### src/rtl/pipe_pkg.sv
// Shared pipeline definitions: occupancy states and inter-stage bundle widths.
// Imported by every pipeline-stage register and its helpers.
package pipe_pkg;

  typedef enum logic [1:0] {
    ST_EMPTY = 2'd0,
    ST_ONE   = 2'd1,
    ST_TWO   = 2'd2
  } state_e;

  localparam int IF_ID_DATA_W  = 64;
  localparam int IF_ID_CTRL_W  = 1;
  localparam int ID_EX_DATA_W  = 96;
  localparam int ID_EX_CTRL_W  = 17;
  localparam int EX_MEM_DATA_W = 69;
  localparam int EX_MEM_CTRL_W = 4;
  localparam int MEM_WB_DATA_W = 69;
  localparam int MEM_WB_CTRL_W = 2;

  typedef struct packed {
    logic [9:0] funct;
    logic [1:0] alu_op;
    logic       alu_src;
    logic       mem_read;
    logic       mem_write;
    logic       reg_write;
    logic       mem_to_reg;
  } id_ex_ctrl_t;

endpackage

### src/rtl/sat_counter.sv
// Saturating up-counter, cleared only by reset.
// Shared by the pipeline stall and cache stall statistics.
module sat_counter #(
  parameter int CNT_W = 16
) (
  input  logic             clk_i,
  input  logic             rst_ni,
  input  logic             en,
  input  logic             inc,
  output logic [CNT_W-1:0] cnt_o
);

  localparam logic [CNT_W-1:0] ONE = {{(CNT_W-1){1'b0}}, 1'b1};

  logic [CNT_W-1:0] cnt_q, cnt_d;

  always_comb begin
    cnt_d = cnt_q;
    if (en && inc && (cnt_q != '1)) begin
      cnt_d = cnt_q + ONE;
    end
  end

  always_ff @(posedge clk_i or negedge rst_ni) begin
    if (!rst_ni) begin
      cnt_q <= '0;
    end else begin
      cnt_q <= cnt_d;
    end
  end

  assign cnt_o = cnt_q;

endmodule

### src/rtl/pipe_stage_buf.sv
// Generic pipeline-stage register with valid/ready handshake,
// optional 2-entry skid buffer, flush and stall statistics.
module pipe_stage_buf
  import pipe_pkg::*;
#(
  parameter int DATA_W = 96,
  parameter int CTRL_W = 17,
  parameter int SKID   = 1,
  parameter int CNT_W  = 16
) (
  input  logic              clk_i,
  input  logic              rst_ni,
  input  logic              start_i,
  input  logic              flush_i,
  input  logic              valid_i,
  output logic              ready_o,
  input  logic [DATA_W-1:0] data_i,
  input  logic [CTRL_W-1:0] ctrl_i,
  output logic              valid_o,
  input  logic              ready_i,
  output logic [DATA_W-1:0] data_o,
  output logic [CTRL_W-1:0] ctrl_o,
  output logic [CNT_W-1:0]  stall_cnt_o
);

  state_e            state_q, state_d;
  logic [DATA_W-1:0] main_data_q, main_data_d;
  logic [CTRL_W-1:0] main_ctrl_q, main_ctrl_d;
  logic              acc;
  logic              xfer;

  assign valid_o = (state_q != ST_EMPTY);
  assign acc     = start_i & valid_i & ready_o & ~flush_i;
  assign xfer    = start_i & valid_o & ready_i;
  assign data_o  = main_data_q;
  // Bubbles must look like NOPs downstream.
  assign ctrl_o  = valid_o ? main_ctrl_q : '0;

  generate
    if (SKID != 0) begin : g_skid
      logic [DATA_W-1:0] skid_data_q, skid_data_d;
      logic [CTRL_W-1:0] skid_ctrl_q, skid_ctrl_d;

      assign ready_o = (state_q != ST_TWO);

      always_comb begin
        state_d     = state_q;
        main_data_d = main_data_q;
        main_ctrl_d = main_ctrl_q;
        skid_data_d = skid_data_q;
        skid_ctrl_d = skid_ctrl_q;
        if (flush_i) begin
          state_d     = ST_EMPTY;
          main_data_d = '0;
          main_ctrl_d = '0;
          skid_data_d = '0;
          skid_ctrl_d = '0;
        end else begin
          unique case (state_q)
            ST_EMPTY: begin
              if (acc) begin
                state_d     = ST_ONE;
                main_data_d = data_i;
                main_ctrl_d = ctrl_i;
              end
            end
            ST_ONE: begin
              if (acc && xfer) begin
                main_data_d = data_i;
                main_ctrl_d = ctrl_i;
              end else if (acc) begin
                state_d     = ST_TWO;
                skid_data_d = data_i;
                skid_ctrl_d = ctrl_i;
              end else if (xfer) begin
                state_d = ST_EMPTY;
              end
            end
            ST_TWO: begin
              if (xfer) begin
                state_d     = ST_ONE;
                main_data_d = skid_data_q;
                main_ctrl_d = skid_ctrl_q;
              end
            end
            default: state_d = ST_EMPTY;
          endcase
        end
      end

      always_ff @(posedge clk_i or negedge rst_ni) begin
        if (!rst_ni) begin
          skid_data_q <= '0;
          skid_ctrl_q <= '0;
        end else begin
          skid_data_q <= skid_data_d;
          skid_ctrl_q <= skid_ctrl_d;
        end
      end
    end else begin : g_single
      assign ready_o = ~valid_o | ready_i;

      always_comb begin
        state_d     = state_q;
        main_data_d = main_data_q;
        main_ctrl_d = main_ctrl_q;
        if (flush_i) begin
          state_d     = ST_EMPTY;
          main_data_d = '0;
          main_ctrl_d = '0;
        end else if (acc) begin
          state_d     = ST_ONE;
          main_data_d = data_i;
          main_ctrl_d = ctrl_i;
        end else if (xfer) begin
          state_d = ST_EMPTY;
        end
      end
    end
  endgenerate

  always_ff @(posedge clk_i or negedge rst_ni) begin
    if (!rst_ni) begin
      state_q     <= ST_EMPTY;
      main_data_q <= '0;
      main_ctrl_q <= '0;
    end else begin
      state_q     <= state_d;
      main_data_q <= main_data_d;
      main_ctrl_q <= main_ctrl_d;
    end
  end

  sat_counter #(
    .CNT_W(CNT_W)
  ) u_stall_cnt (
    .clk_i (clk_i),
    .rst_ni(rst_ni),
    .en    (start_i),
    .inc   (valid_o & ~ready_i),
    .cnt_o (stall_cnt_o)
  );

endmodule

### config.mk
export PLATFORM = sky130hd
export DESIGN_NAME = pipe_stage_buf
export DESIGN_NICKNAME = d
export VERILOG_FILES = /design/src/rtl/pipe_pkg.sv /design/src/rtl/sat_counter.sv /design/src/rtl/pipe_stage_buf.sv
export SDC_FILE = /design/constraint.sdc
export NUM_CORES = 1
export LEC_CHECK = 0
export ABC_AREA = 1
export ABC_CLOCK_PERIOD_IN_PS = 3000
export BUFFER_PORTS_ARGS = -buffer_cell sky130_fd_sc_hd__buf_4
export CORE_MARGIN = 1.5
export CORE_UTILIZATION = 39
export CTS_BUF_LIST = sky130_fd_sc_hd__clkbuf_8
export DETAILED_ROUTE_END_ITERATION = 16
export MAX_ROUTING_LAYER = met4
export PLACE_DENSITY = 0.65
export SLEW_MARGIN = 20
export SYNTH_ARGS = -nofsm -noshare
export SYNTH_HDL_FRONTEND = slang
export SYNTH_SLANG_ARGS = --single-unit
### constraint.sdc
create_clock -name clk_i -period 3 [get_ports clk_i]
set_input_delay 0.6 -clock clk_i [delete_from_list [all_inputs] [get_ports clk_i]]
set_output_delay 0.6 -clock clk_i [all_outputs]
set_load 0.005 [all_outputs]
======== Word level (Yosys, flattened, before mapping) ========
Index checks and enable logic that the tools add are counted.
word-level totals
  register bits ........................... 244
  word-level logic and storage cells ...... 60
  output and inout port bits .............. 131
  bits of input ports ..................... 119
operators by class
  reduce and logical (&&, ||, !) cells .... 11
  bitwise operators ....................... 8
  muxes and demuxes ....................... 24
  equal/unequal tests ..................... 10
  $add $sub $neg .......................... 1
operators by type and width
  kind                     number
  $mux W96                 7
  $pmux W96 S3             1
  $mux W17                 8
  $pmux W17 S3             1
  $add A16 B1 Y16 const B  1
  $ne A16 B16 Y1 const B   1
  $mux W2                  6
  $ne A3 B3 Y1 const B     4
  $reduce_and A4 Y1        2
  $and A1 B1 Y1            6
  $pmux W2 S3              1
  $reduce_bool A2 Y1       3
  $ne A2 B2 Y1 const B     2
  $ne A4 B4 Y1 const B     1
  $reduce_bool A4 Y1       1
  $logic_and A1 B1 Y1      3
  $reduce_and A3 Y1        1
  $eq A2 B1 Y1 const B     1
  $eq A2 B2 Y1 const B     1
  $logic_not A2 Y1         1
  $not A1 Y1               2

======== Longest topological paths before layout ========
Gate-level depths: netlist of the first run.
  depth after elaboration ................. 8
  gate-level depth with buffers ........... 13
  depth with buffers taken out ............ 10

======== By module ========
From an unflattened synthesis of the first run, not the netlist that was laid out.
unflattened totals
  cells, all modules ...................... 1491
  area, all modules ....................... 11946.5 um^2
modules (own cells, without submodules)
  module          instances  cells each  area an instance (um^2)  seq. area each (um^2)
  pipe_stage_buf  1          1345        10931.7                  5705.5
  sat_counter     1          146         1014.7                   400.4

======== Worst setup path before layout of the first run ========
OpenSTA, ideal clock, no wires.
  path kind ............................... reg-to-reg
  from .................................... reg state_q[0]
  to ...................................... reg main_data_q[91], in the netlist data_o[91]
  required time ........................... 2.881 ns
  arrival ................................. 1.707 ns
  library setup time ...................... 0.119 ns
  buffers on the path ..................... 3
  setup slack ............................. 1.174 ns
  cell stages (with the launch flop) ...... 14
  period minus slack after synthesis ...... 1.826 ns
  cells stage by stage .................... dfrtp_1 inv_1 ha_1 buf_4 inv_4 nand3_2 nand2_1 nand2_1 nor2_4 nand2_2 buf_2 buf_2 nand3_1 nand2_1
between the ends
  cells in the longest elaborated chain, start to end .. 6
  elaborated cells between the ends (all ways) .. 17
  those cells by class .................... eq/ne: 6; mux: 2; bitwise: 4; reduce/logical: 5
ends and longest elaborated chain
  what                                                       line                                        source
  start: declaration                                         pipe_stage_buf.sv:26                        state_e state_q, state_d;
  start signal: assignment                                   pipe_stage_buf.sv:128                       state_q <= state_d;
  $ne A2 B2 Y1 / $reduce_bool A2 Y1 (equally long branches)  pipe_stage_buf.sv:44, pipe_stage_buf.sv:32
  $and A1 B1 Y1 (on tied branches) (2 in series)             pipe_stage_buf.sv:33, pipe_stage_buf.sv:34
  $logic_and A1 B1 Y1                                        pipe_stage_buf.sv:68                        if (acc && xfer) begin
  $ne A3 B3 Y1 (no line)                                     -
  $reduce_and A4 Y1 (no line)                                -
  end signal: assignment                                     pipe_stage_buf.sv:129                       main_data_q <= main_data_d;
  end: declaration                                           pipe_stage_buf.sv:27                        logic [DATA_W-1:0] main_data_q, main_data_d;
Several ways; a longest one is shown, not always the timed one.
A chain may end at the register's enable or synchronous reset.

======== Worst setup path after layout of the first run ========
  from .................................... reg state_q[0]
  to ...................................... out ready_o
between the ends
  cells in the longest elaborated chain, start to end .. 1
ends and longest elaborated chain
  what              line                  source
  $ne A2 B2 Y1      pipe_stage_buf.sv:44  assign ready_o = (state_q != ST_TWO);
  end: declaration  pipe_stage_buf.sv:16  output logic ready_o,
Every way passes these cells.

==> results of run 1 <==
-- worst register-to-register path, stage by stage (launching register included) --
cell and delay (ns):
sky130_fd_sc_hd__dfrtp_1 0.41, sky130_fd_sc_hd__inv_1 0.16, sky130_fd_sc_hd__ha_4 0.19, sky130_fd_sc_hd__buf_4 0.63
sky130_fd_sc_hd__nor3_1 0.15, sky130_fd_sc_hd__nand2_1 0.14, sky130_fd_sc_hd__nand2_4 0.19, sky130_fd_sc_hd__nand2_4 0.16
sky130_fd_sc_hd__buf_4 0.38, sky130_fd_sc_hd__nand3_1 0.14, sky130_fd_sc_hd__nand2_1 0.12
-- flip-flops by register name, summed over array words and instances (netlist names) --
| signal | flops |
|---|---|
| g_skid.skid_ctrl_q | 17 |
| data_o | 96 |
| state_q | 2 |
| u_stall_cnt.cnt_o | 16 |
| main_ctrl_q | 17 |
| g_skid.skid_data_q | 96 |
-- cells by family after synthesis --
| kind of cell | Yosys count | share of synthesized area |
|---|---|---|
| DFF | 244 | 0.517 |
| AOI/OAI and AO/OA | 192 | 0.0936 |
| xor gates and xnor gates | 8 | 0.00593 |
| adders and majority gates | 5 | 0.00529 |
| buffers and inverters | 245 | 0.0848 |
| and+or+nand+nor | 794 | 0.294 |
-- stage by stage --
step                      hold slack [ns]  cell area [sq um]  worst slack, ns  cells
after floorplan                     0.304              11800             1.17   1488
after global placement              0.454              13900          -0.0226   2030
after detailed placement            0.458              13900           -0.115   2030
after CTS                           0.230              14800            0.121   2110
after global routing                0.245              14800           0.0148   2110
final                               0.261              14800            0.156   2110
-- power breakdown --
| part | switching, mW | total, mW | internal [mW] |
|---|---|---|---|
| Clock | 1.42 | 3.23 | 1.81 |
| Combinational | 1.50 | 2.42 | 0.923 |
| Sequential | 0.288 | 4.00 | 3.71 |
| Total | 3.20 | 9.65 | 6.45 |
-- layout make-up --
type | count | area, sq um | area share
sequential | 244 | 6110 | 0.411
multi-input combinational | 1000 | 4740 | 0.319
timing repair buffer | 272 | 2120 | 0.143
tap | 390 | 488 | 0.0329
clock buffer | 58 | 798 | 0.0538
clock inverter | 20 | 114 | 0.00767
inverter | 126 | 480 | 0.0324
-- Yosys cell counts (2+ instances only) --
cell and n:
sky130_fd_sc_hd__nor2_2 2, sky130_fd_sc_hd__nand3_1 236, sky130_fd_sc_hd__clkbuf_1 57, sky130_fd_sc_hd__inv_1 124, sky130_fd_sc_hd__o21ai_1 12, sky130_fd_sc_hd__nand4_1 63
sky130_fd_sc_hd__a211oi_1 57, sky130_fd_sc_hd__buf_2 40, sky130_fd_sc_hd__nand2_1 393, sky130_fd_sc_hd__nor2_4 2, sky130_fd_sc_hd__nand2_2 3, sky130_fd_sc_hd__xor2_1 2
sky130_fd_sc_hd__dfrtp_1 244, sky130_fd_sc_hd__nor2_1 93, sky130_fd_sc_hd__xnor2_1 6, sky130_fd_sc_hd__buf_1 14, sky130_fd_sc_hd__ha_1 5, sky130_fd_sc_hd__buf_4 8
sky130_fd_sc_hd__o21ai_0 122
-- worst max-delay path by stage --
stage / start / to
after floorplan: state_q[0] / data_o[91]
after global placement: state_q[0] / data_o[45]
after detailed placement: state_q[0] / data_o[75]
after CTS: state_q[0] / main_ctrl_q[12]
after global routing: state_q[0] / ready_o
final: state_q[0] / ready_o
-- metal layers --
metal  up-vias  GRT usage
li1       5307          -
met2       380      0.345
met3        62     0.0440
met1      5242      0.304
met4         0     0.0696
met5         -          -
-- timing repair --
action,4_1_cts,5_1_grt
endpoints found under the hold margin,45,0
pin swaps,1,0
gates cloned,1,0
gates resized for setup,0,1
hold buffers,1,0
setup endpoints to repair,73,73
==> results.txt, run 1 <==
For the worst flop-to-flop path, the logic depth is 10. The CTS buffer count is 44. The site row count came out at 63. Of all flip-flops after synthesis, the portion carrying an async set or reset was 1.00.

The final routed wire length divided by cell count is 16.5 um. In this run, synthesis inferred 0 flip-flops with an integrated enable. The remaining antenna violation count is 0.

The number of ports placed on the die boundary came out at 250. Yosys attributes the largest share of cell area to sky130_fd_sc_hd__dfrtp_1, sky130_fd_sc_hd__nand2_1, sky130_fd_sc_hd__nand3_1, sky130_fd_sc_hd__o21ai_0, sky130_fd_sc_hd__inv_1. The maximum count of clock buffers along a single path is 3. The via count of the first global-routing pass came out at 10,400. The worst path needs 2.84 ns of the cycle, external delays included. Across the run, the number of max-cap violations was 0. The critical path endpoint category is an output pin. The area of the mapped netlist came out at 0.0118 sq mm. The share of the cycle needed by the critical path after routing is 0.948. The wire length on met1 came out at 15,600 um. The total met2 wirelength after detailed routing is 16,000 um. The average size of a mapped cell came out at 7.94 sq um.

The tree is rooted in a sky130_fd_sc_hd__clkbuf_8. The layout filler cell count is 2,888. The clock network latency to the later pin of the worst-skew pair came out at 0.56 ns. The area share of the largest cell type after synthesis came out at 0.517. The total grt overflow came out at 0. The first-pass GRT wire length is 55,400 um. The number of clock sinks is 244. The total buffers and inverters traversed by the critical path is 4.

The most common library cell in the layout ignoring fill and taps is sky130_fd_sc_hd__nand2_1. The largest net degree at the start of global routing is 229. The transition at the pin with the smallest max-transition slack came out at 1.12 ns. The worst hold path begins at data_i[47]. The final core utilization came out at 0.500. The maximum VDD drop is 0.000390 V.

On the worst path, the slowest cell contributes a delay of 0.65 ns. The die boundary width came out at 177 um. In this design, the critical path's most frequently occurring cell is sky130_fd_sc_hd__buf_4. The path with the worst hold slack has its endpoint at g_skid.skid_data_q[47]. The setup clock skew after layout is 0.0341 ns. The type of the setup path with the least slack is register to output pin. The cell type group with the largest total delay on the critical path is buffers and inverters. The worst hold path depth came out at 3. The initial antenna violation count is 0. Setup repair after global routing left no endpoint under its margin. The dominant cell type by area after synthesis is sky130_fd_sc_hd__dfrtp_1. On the critical path, the stage with the largest delay is an instance of sky130_fd_sc_hd__buf_4. The area of the core is 0.0297 sq mm. The detailed-routing iteration count for the pre-antenna-repair pass came out at 5.

The critical path goes through inv_1 > ha_4 > inv_4 > buf_4 > buf_4. The via count is 11,000. The fraction of final layout cells with drive strength greater than 1 is 0.204.

The total number of cells along the worst setup path came out at 5. The flow ran to the end, and the final reports show no timing, DRC or antenna violations. The congestion estimate from routability-driven global placement came to 0.892.

The layout-stage area growth over the synthesis result came out at 25.6%. The total of flip-flops plus latches after synthesis is 244. The overall power of the completed layout is 9.65 mW. The yosys synthesis warning count is 0.

The cell count after synthesis came out at 1,488. The count of port buffers added during placement is 249. The final max-slew violation count came out at 0. The post-CTS setup-driven buffer insertion count came out at 0. The number of DRC violations after detailed-routing iteration 0 is 910. The topmost layer with routed signal wires is met4.

The starting utilization of the core area came out at 0.398. In this run the power density over the cells is 650 mW/mm^2. After synthesis, the netlist uses 24 different library cells. The routed design uses 2380 um of met3 wire. The post-synthesis sequential area ratio came out at 0.517. The final hold violation count came out at 0. The critical-path maximum fanout is 89.

The required time of the worst setup path is 2.40 ns. The setup total negative slack came out at 0 ns. The H-tree generated during clock tree synthesis spans 2 levels.

The net count after synthesis came out at 1,612. The arrival time of the worst setup path is 2.24 ns. The overall track demand over capacity in global routing is 0.226. The net total in the final layout came out at 1,812. The worst register-to-register path begins at state_q[0]. The die span in y came out at 177 um.

TritonCTS built the clock tree. The maximum achievable frequency is 352 MHz. The endpoint identified for the worst register-to-register timing path is data_o[51]. The sum of routed wire length over all layers is 34,800 um.

In this run the worst hold path is classified as primary input to register. The most instantiated flip-flop cell in the synthesis netlist is sky130_fd_sc_hd__dfrtp_1. In the layout the commonest cells are sky130_fd_sc_hd__nand2_1, sky130_fd_sc_hd__buf_4, sky130_fd_sc_hd__dfrtp_1, sky130_fd_sc_hd__nand3_1, sky130_fd_sc_hd__inv_1. The worst setup path is launched from a register. The antenna diode instance count is 0. The clock-pin slew of the registers on the worst-case setup and hold paths came out at 0.06 ns.

The ratio of routed vias to standard cells came out at 5.21. In this run the tightest slew margin relative to its limit is 0.249. Setup violations remaining at the end of the flow were counted as 0.

The remaining routing DRC violations is 0. In this run the static leakage power is 7.56 nW. The worst register-to-register path has a setup slack of 0.29 ns.

The half-perimeter wire length after placement is 20,900 um. The die covers 0.0313 sq mm.
Power figures use the tool's default switching activity.
==> inputs of run 2 (changes only) <==
--- a/config.mk
+++ b/config.mk
@@ -11,8 +11,8 @@
 export CORE_MARGIN = 1.5
 export CORE_UTILIZATION = 39
 export CTS_BUF_LIST = sky130_fd_sc_hd__clkbuf_8
+export CTS_CLUSTER_SIZE = 40
 export DETAILED_ROUTE_END_ITERATION = 16
-export MAX_ROUTING_LAYER = met4
 export PLACE_DENSITY = 0.65
 export SLEW_MARGIN = 20
 export SYNTH_ARGS = -nofsm -noshare
==> run 2 against run 1 <==
- worst setup slack gained 0.011 ns
- fmax grew 0.39%
- wire length is essentially flat
- count of clock-buffer cells in the layout is the same
- via count is essentially flat
- clock power is essentially flat
- design area is the same
- die area is the same
- clock skew shrank 0.00072 ns
- sequential share of layout area is the same
- register-to-register slack is essentially flat
==> results.txt, run 2 (synthesis results as in run 1) <==
The CTS buffer count is 44. The count of buffers added on input and output ports is 249. The tree built by TritonCTS fans out to 244 sinks.

Clock tree synthesis selected as its root buffer the cell sky130_fd_sc_hd__clkbuf_8. Between clock sinks in the finished design, the worst skew comes to 0.0334 ns. Entering global routing, the biggest net connects 229 pins. STA classifies the critical path startpoint as a register. The maximum count of clock buffers along a single path came out at 3. For this run, design rule violations remaining after detail routing come to 0. Setup repair after global routing left no endpoint under its margin. The global placement routability congestion is 0.877. The routed design could run at a clock period as short as 2.83 ns. The die span in y is 177 um. The final hold violation count is 0. The largest stage delay on the critical path is 0.65 ns. The first-pass GRT wire length is 55,400 um. The layout has 2,888 filler cells. The total setup violations reported at the end of the flow is 0. Data on the critical path arrives at its endpoint at 2.23 ns. The remaining antenna violation count came out at 0. The initial antenna violation count came to 0. The cell that appears most often on the critical path is sky130_fd_sc_hd__buf_4.

The number of DRC violations after detailed-routing iteration 0 came out at 842. The critical-path maximum fanout came out at 89. The via count of the first global-routing pass is 10,400. The final route contains 11,000 vias. The max-cap violation count is 0. The signal on the critical path passes through inv_1 > ha_4 > inv_4 > buf_4 > buf_4.

The worst setup path is of the register to output pin kind. The area of the die came out at 0.0313 sq mm. The worst setup margin came out at 0.167 ns. In the layout the commonest cells are sky130_fd_sc_hd__nand2_1, sky130_fd_sc_hd__buf_4, sky130_fd_sc_hd__dfrtp_1, sky130_fd_sc_hd__nand3_1, sky130_fd_sc_hd__inv_1. The ratio of routed vias to standard cells is 5.21.

The transition at the pin with the smallest max-transition slack is 1.12 ns. TritonCTS built the clock tree. The final hold slack came out at 0.261 ns. Pin placement for this block handled 250 I/O pins. The path class of the tightest hold or removal check is primary input to register. The clock-pin slew of the registers on the worst-case setup and hold paths is 0.06 ns. The minimum setup slack after placement is -0.115 ns. The first detailed-routing pass took 5 iterations. The core region is 0.0297 sq mm. The die is 177 um wide. The most common library cell in the layout ignoring fill and taps is sky130_fd_sc_hd__nand2_1. Clock latency on the worst-skew pair, taken at its later pin, is 0.56 ns. The non-filler instance count after layout is 2,110. The total instance count after detailed placement came out at 2,030. Among cell families on the critical path, the largest total delay comes from buffers and inverters. The total buffers and inverters traversed by the critical path came out at 4. The share of the cycle needed by the critical path after routing is 0.944. The worst max-slew margin expressed relative to the limit came out at 0.254. Relative to the synthesized area, the layout overhead comes to 25.6%.

The largest individual stage delay along the critical path comes from the cell sky130_fd_sc_hd__buf_4. At the end of the flow, the number of nets in the layout was 1,812. The total grt overflow is 0. The overall track demand over capacity in global routing came out at 0.220.

The starting utilization of the core area came out at 0.398. The final max-slew violation count is 0. The site row count came out at 63. The areal power density over the cells came out at 650 mW/mm^2. The fraction of final layout cells with drive strength greater than 1 is 0.204. The critical path endpoint category is an output pin. The maximum achievable frequency came out at 353 MHz.

The flow ran to the end, and the final reports show no timing, DRC or antenna violations. The final routed wire length divided by cell count came out at 16.5 um. The worst setup slack for register-to-register paths is 0.29 ns.

The maximum VDD drop is 0.000388 V. The number of antenna diodes in the final layout is 0. The total number of H-tree levels is 2.

The sum of routed wire length over all layers came out at 34,800 um. The leakage dissipation is 7.56 nW. The half-perimeter wire length after placement is 20,900 um.

Data on the critical path is required at its endpoint by 2.40 ns.
[run 2: cell type report]
cell class | instances | area [sq um] | area share
timing repair buffer | 272 | 2120 | 0.143
multi-input combinational | 1000 | 4740 | 0.319
inverter | 126 | 480 | 0.0324
tap | 390 | 488 | 0.0329
clock buffer | 58 | 798 | 0.0538
sequential | 244 | 6110 | 0.411
clock inverter | 20 | 114 | 0.00767
[run 2: path summary, 6_finish.rpt]
kind | startpoint | to | cells after the start
max in group asynchronous | rst_ni | data_o[29] | 3
worst min-delay path | data_i[47] | g_skid.skid_data_q[47] | 3
worst max-delay path | state_q[0] | ready_o | 5
worst max register to register | state_q[0] | data_o[51] | 10
min in group asynchronous | rst_ni | u_stall_cnt.cnt_o[0] | 2
worst min register to register | g_skid.skid_data_q[88] | g_skid.skid_data_q[88] | 2
[run 2: layer usage]
metal  vias up  share of wire  GRT usage  wire length (um)
met1      5260           0.45      0.302             15700
li1       5304              -          -                 -
met4         0          0.023     0.0696               815
met5         -              0          0                 0
met2       372           0.46      0.345             15900
met3        59          0.068     0.0473              2380
[run 2: metrics by stage]
stage | TNS (ns) | power (mW) | utilization | area, sq um
floorplan | 0 | 5.26 | - | 11800
global placement | -0.460 | 6.42 | 0.468 | 13900
detailed placement | -6.04 | 6.46 | 0.468 | 13900
CTS | 0 | 9.76 | 0.499 | 14800
global route | 0 | 10.2 | 0.500 | 14800
finish | 0 | 9.66 | 0.500 | 14800
[run 2: timing repair]
action	CTS	global route
hold buffers	1	0
setup endpoints to repair	73	73
resized for setup	0	1
hold endpoints to repair	45	0
gates cloned	1	0
setup buffers	0	0
pin swaps	1	0
[run 2: report_power, final]
group	switching [mW]	internal [mW]
clock	1.43	1.81
combinational	1.50	0.923
sequential	0.289	3.71
total	3.21	6.45
[run 2: worst register-to-register path: cells and delay by family (launching register included)]
kind          cells  cell delay (ns)
flops             1             0.41
buf+inv           3             1.17
simple gates      6             0.89
fa+ha+maj         1             0.19
==> inputs of run 3 (changes only) <==
--- a/config.mk
+++ b/config.mk
@@ -13,7 +13,7 @@
 export CTS_BUF_LIST = sky130_fd_sc_hd__clkbuf_8
 export CTS_CLUSTER_SIZE = 40
 export DETAILED_ROUTE_END_ITERATION = 16
-export PLACE_DENSITY = 0.65
+export PLACE_DENSITY = 0.58
 export SLEW_MARGIN = 20
 export SYNTH_ARGS = -nofsm -noshare
 export SYNTH_HDL_FRONTEND = slang
==> run 3 against run 2 <==
- fmax up 17%
- final cell count down 0.19%
- clock power down 6.5%
- wire length down 1.6%
- sequential share of layout area up 0.10 points
- critical path type unchanged
==> results.txt, run 3 (synthesis results as in run 1) <==
The run finished with clean final reports. The transition at the pin with the smallest max-transition slack is 1.00 ns. The logic gate share of total power is 0.254.

TritonCTS built the clock tree. Dividing total power by cell area gives a power density of 637 mW/mm^2. The count of port buffers added during placement came out at 249. The count of nets left with antenna violations once routing finished came out at 0. In the layout the commonest cells are sky130_fd_sc_hd__nand2_1, sky130_fd_sc_hd__buf_4, sky130_fd_sc_hd__dfrtp_1, sky130_fd_sc_hd__nand3_1, sky130_fd_sc_hd__inv_1. Leaving out fill and tap cells, the most frequent cell in the layout is sky130_fd_sc_hd__nand2_1.

The maximum count of clock buffers along a single path is 3. The clock network latency to the later pin of the worst-skew pair is 0.55 ns. For this block, the routed nets add up to 34,200 um of wire. The maximum achievable frequency came out at 414 MHz. The required time of the worst setup path came out at 2.40 ns. The layout-stage area growth over the synthesis result came out at 25.3%. The initial antenna violation count is 1. The initialized floorplan defines 63 standard-cell rows. For this run, the detailed router's first-pass iteration total came to 5. The quantity of gates resized following cts came out at 0.

The worst hold path belongs to the class primary input to register. The total setup violations reported at the end of the flow came out at 0. The number of ports placed on the die boundary is 250. The initial utilization of the core area, before any placement, comes to 0.398. The die boundary width is 177 um.

The share of total power in the clock network came out at 0.321. The area of the die came out at 0.0313 sq mm. The cell that appears most often on the critical path is sky130_fd_sc_hd__buf_4. Measured on the finished design, the core utilization comes to 0.498. The setup clock skew after layout came out at 0.0304 ns. Setup slack on the critical path of the routed design comes to 0.582 ns. The leakage dissipation is 7.54 nW.

In this run, CTS created clock tree buffers numbering 43. The largest net degree at the start of global routing came out at 139. The clock-pin slew of the registers on the worst-case setup and hold paths is 0.06 ns. The final max-slew violation count was 0.

The minimum setup slack after placement is 0.664 ns. The tree built by TritonCTS fans out to 244 sinks. The net total in the final layout came out at 1,810. The half-perimeter wire length after placement came out at 21,100 um. The net switching power of the design is 3.14 mW.

The total number of H-tree levels came out at 2. The cell at the root of the clock tree is sky130_fd_sc_hd__clkbuf_8. The fraction of final layout cells with drive strength greater than 1 came out at 0.201. The arrival time of the worst setup path is 1.82 ns.

Of the total power, registers draw 0.425. The largest stage delay on the critical path came out at 0.39 ns. After routing, the total negative slack on setup checks comes to 0 ns. Counting both buffers and inverters, the worst setup path holds a total of 3. The critical path is of the register to output pin type. On the critical path, the stage with the largest delay is an instance of sky130_fd_sc_hd__dfrtp_1. The time the worst path needs with I/O delays and setup came out at 2.42 ns. The global placement routability congestion is 0.789.

Setup repair after global routing left no endpoint under its margin. The area of the core is 0.0297 sq mm. The maximum VDD drop came out at 0.000273 V.

The critical-path maximum fanout is 19. The overall track demand over capacity in global routing came out at 0.219. Across the run, the number of max-cap violations was 0. The total grt overflow is 0.

The via count of the first global-routing pass came to 10,200. After detailed routing, the number of vias per cell comes to 5.11. The number of DRC violations after detailed-routing iteration 0 is 982. The cell type group with the largest total delay on the critical path is buffers and inverters.

The type of origin of the critical path is a register. The worst max-slew margin expressed relative to the limit came out at 0.330. The worst setup path is captured at an output pin.

The final hold violation count came out at 0. The first-pass GRT wire length came out at 55,100 um. The via count is 10,800.

The die span in y is 177 um. The final hold slack came out at 0.265 ns. Cell internal power was estimated by the tool at 6.29 mW. The critical path goes through inv_1 > ha_1 > buf_4 > nor2_1 > buf_4. For this run, design rule violations remaining after detail routing come to 0. The net switching share of the total power is 0.333. The share of the cycle needed by the critical path after routing came out at 0.806. The final routed wire length divided by cell count is 16.3 um.
-- run 3: repair_timing --
| action | in CTS | in global routing |
|---|---|---|
| hold buffers | 1 | 0 |
| setup buffers | 0 | 0 |
| endpoints found under the hold margin | 11 | 0 |
-- run 3: power by group through the flow --
stage / sequential [mW] / clock (mW) / combinational, mW
CTS: 4.01 / 3.11 / 2.42
global placement: 4.06 / 0 / 2.39
floorplan: 4.02 / 0 / 1.24
global route: 4.06 / 3.25 / 2.66
detailed placement: 4.06 / 0 / 2.41
finish: 4.01 / 3.03 / 2.39
-- run 3: per-stage QoR --
step           power (mW)  area, sq um  instances
6_report             9.43        14800       2106
5_1_grt              9.98        14800       2105
4_1_cts              9.54        14800       2105
3_5_place_dp         6.47        14000       2030
3_3_place_gp         6.45        14000       2030
2_1_floorplan        5.26        11800       1488
-- run 3: final timing paths --
kind	from	endpoint	slack [ns]	cells after the start
min in group asynchronous	rst_ni	data_o[8]	0.47	2
worst min-delay path	ctrl_i[16]	g_skid.skid_ctrl_q[16]	0.27	3
worst max register to register	state_q[0]	g_skid.skid_data_q[57]	0.67	10
worst min register to register	g_skid.skid_data_q[90]	g_skid.skid_data_q[90]	0.47	2
worst max-delay path	state_q[0]	ctrl_o[15]	0.58	5
max in group asynchronous	rst_ni	g_skid.skid_data_q[19]	1.80	3
-- run 3: area by class of cell --
type	count	area (sq um)
Inverter	126	480
Fill cell	2878	14900
Clock buffer	55	757
Antenna cell	1	2.50
Timing Repair Buffer	272	2150
Sequential cell	244	6110
Multi-Input combinational cell	999	4730
Tap cell	390	488
Clock inverter	19	87.6
-- run 3: worst min-delay path, cell delays in order --
cell and delay [ns]:
sky130_fd_sc_hd__buf_4 0.09, sky130_fd_sc_hd__nand2_1 0.04, sky130_fd_sc_hd__o21ai_0 0.06
-- run 3: metal layers --
layer  part of all wire  wire length [um]  track usage  up-vias
li1                   -                 -            -     5302
met1               0.46             15900        0.314     5085
met2               0.44             15200        0.333      331
met3              0.065              2220       0.0419       52
met4              0.025               871       0.0689        0
met5                  0                 0            0        -
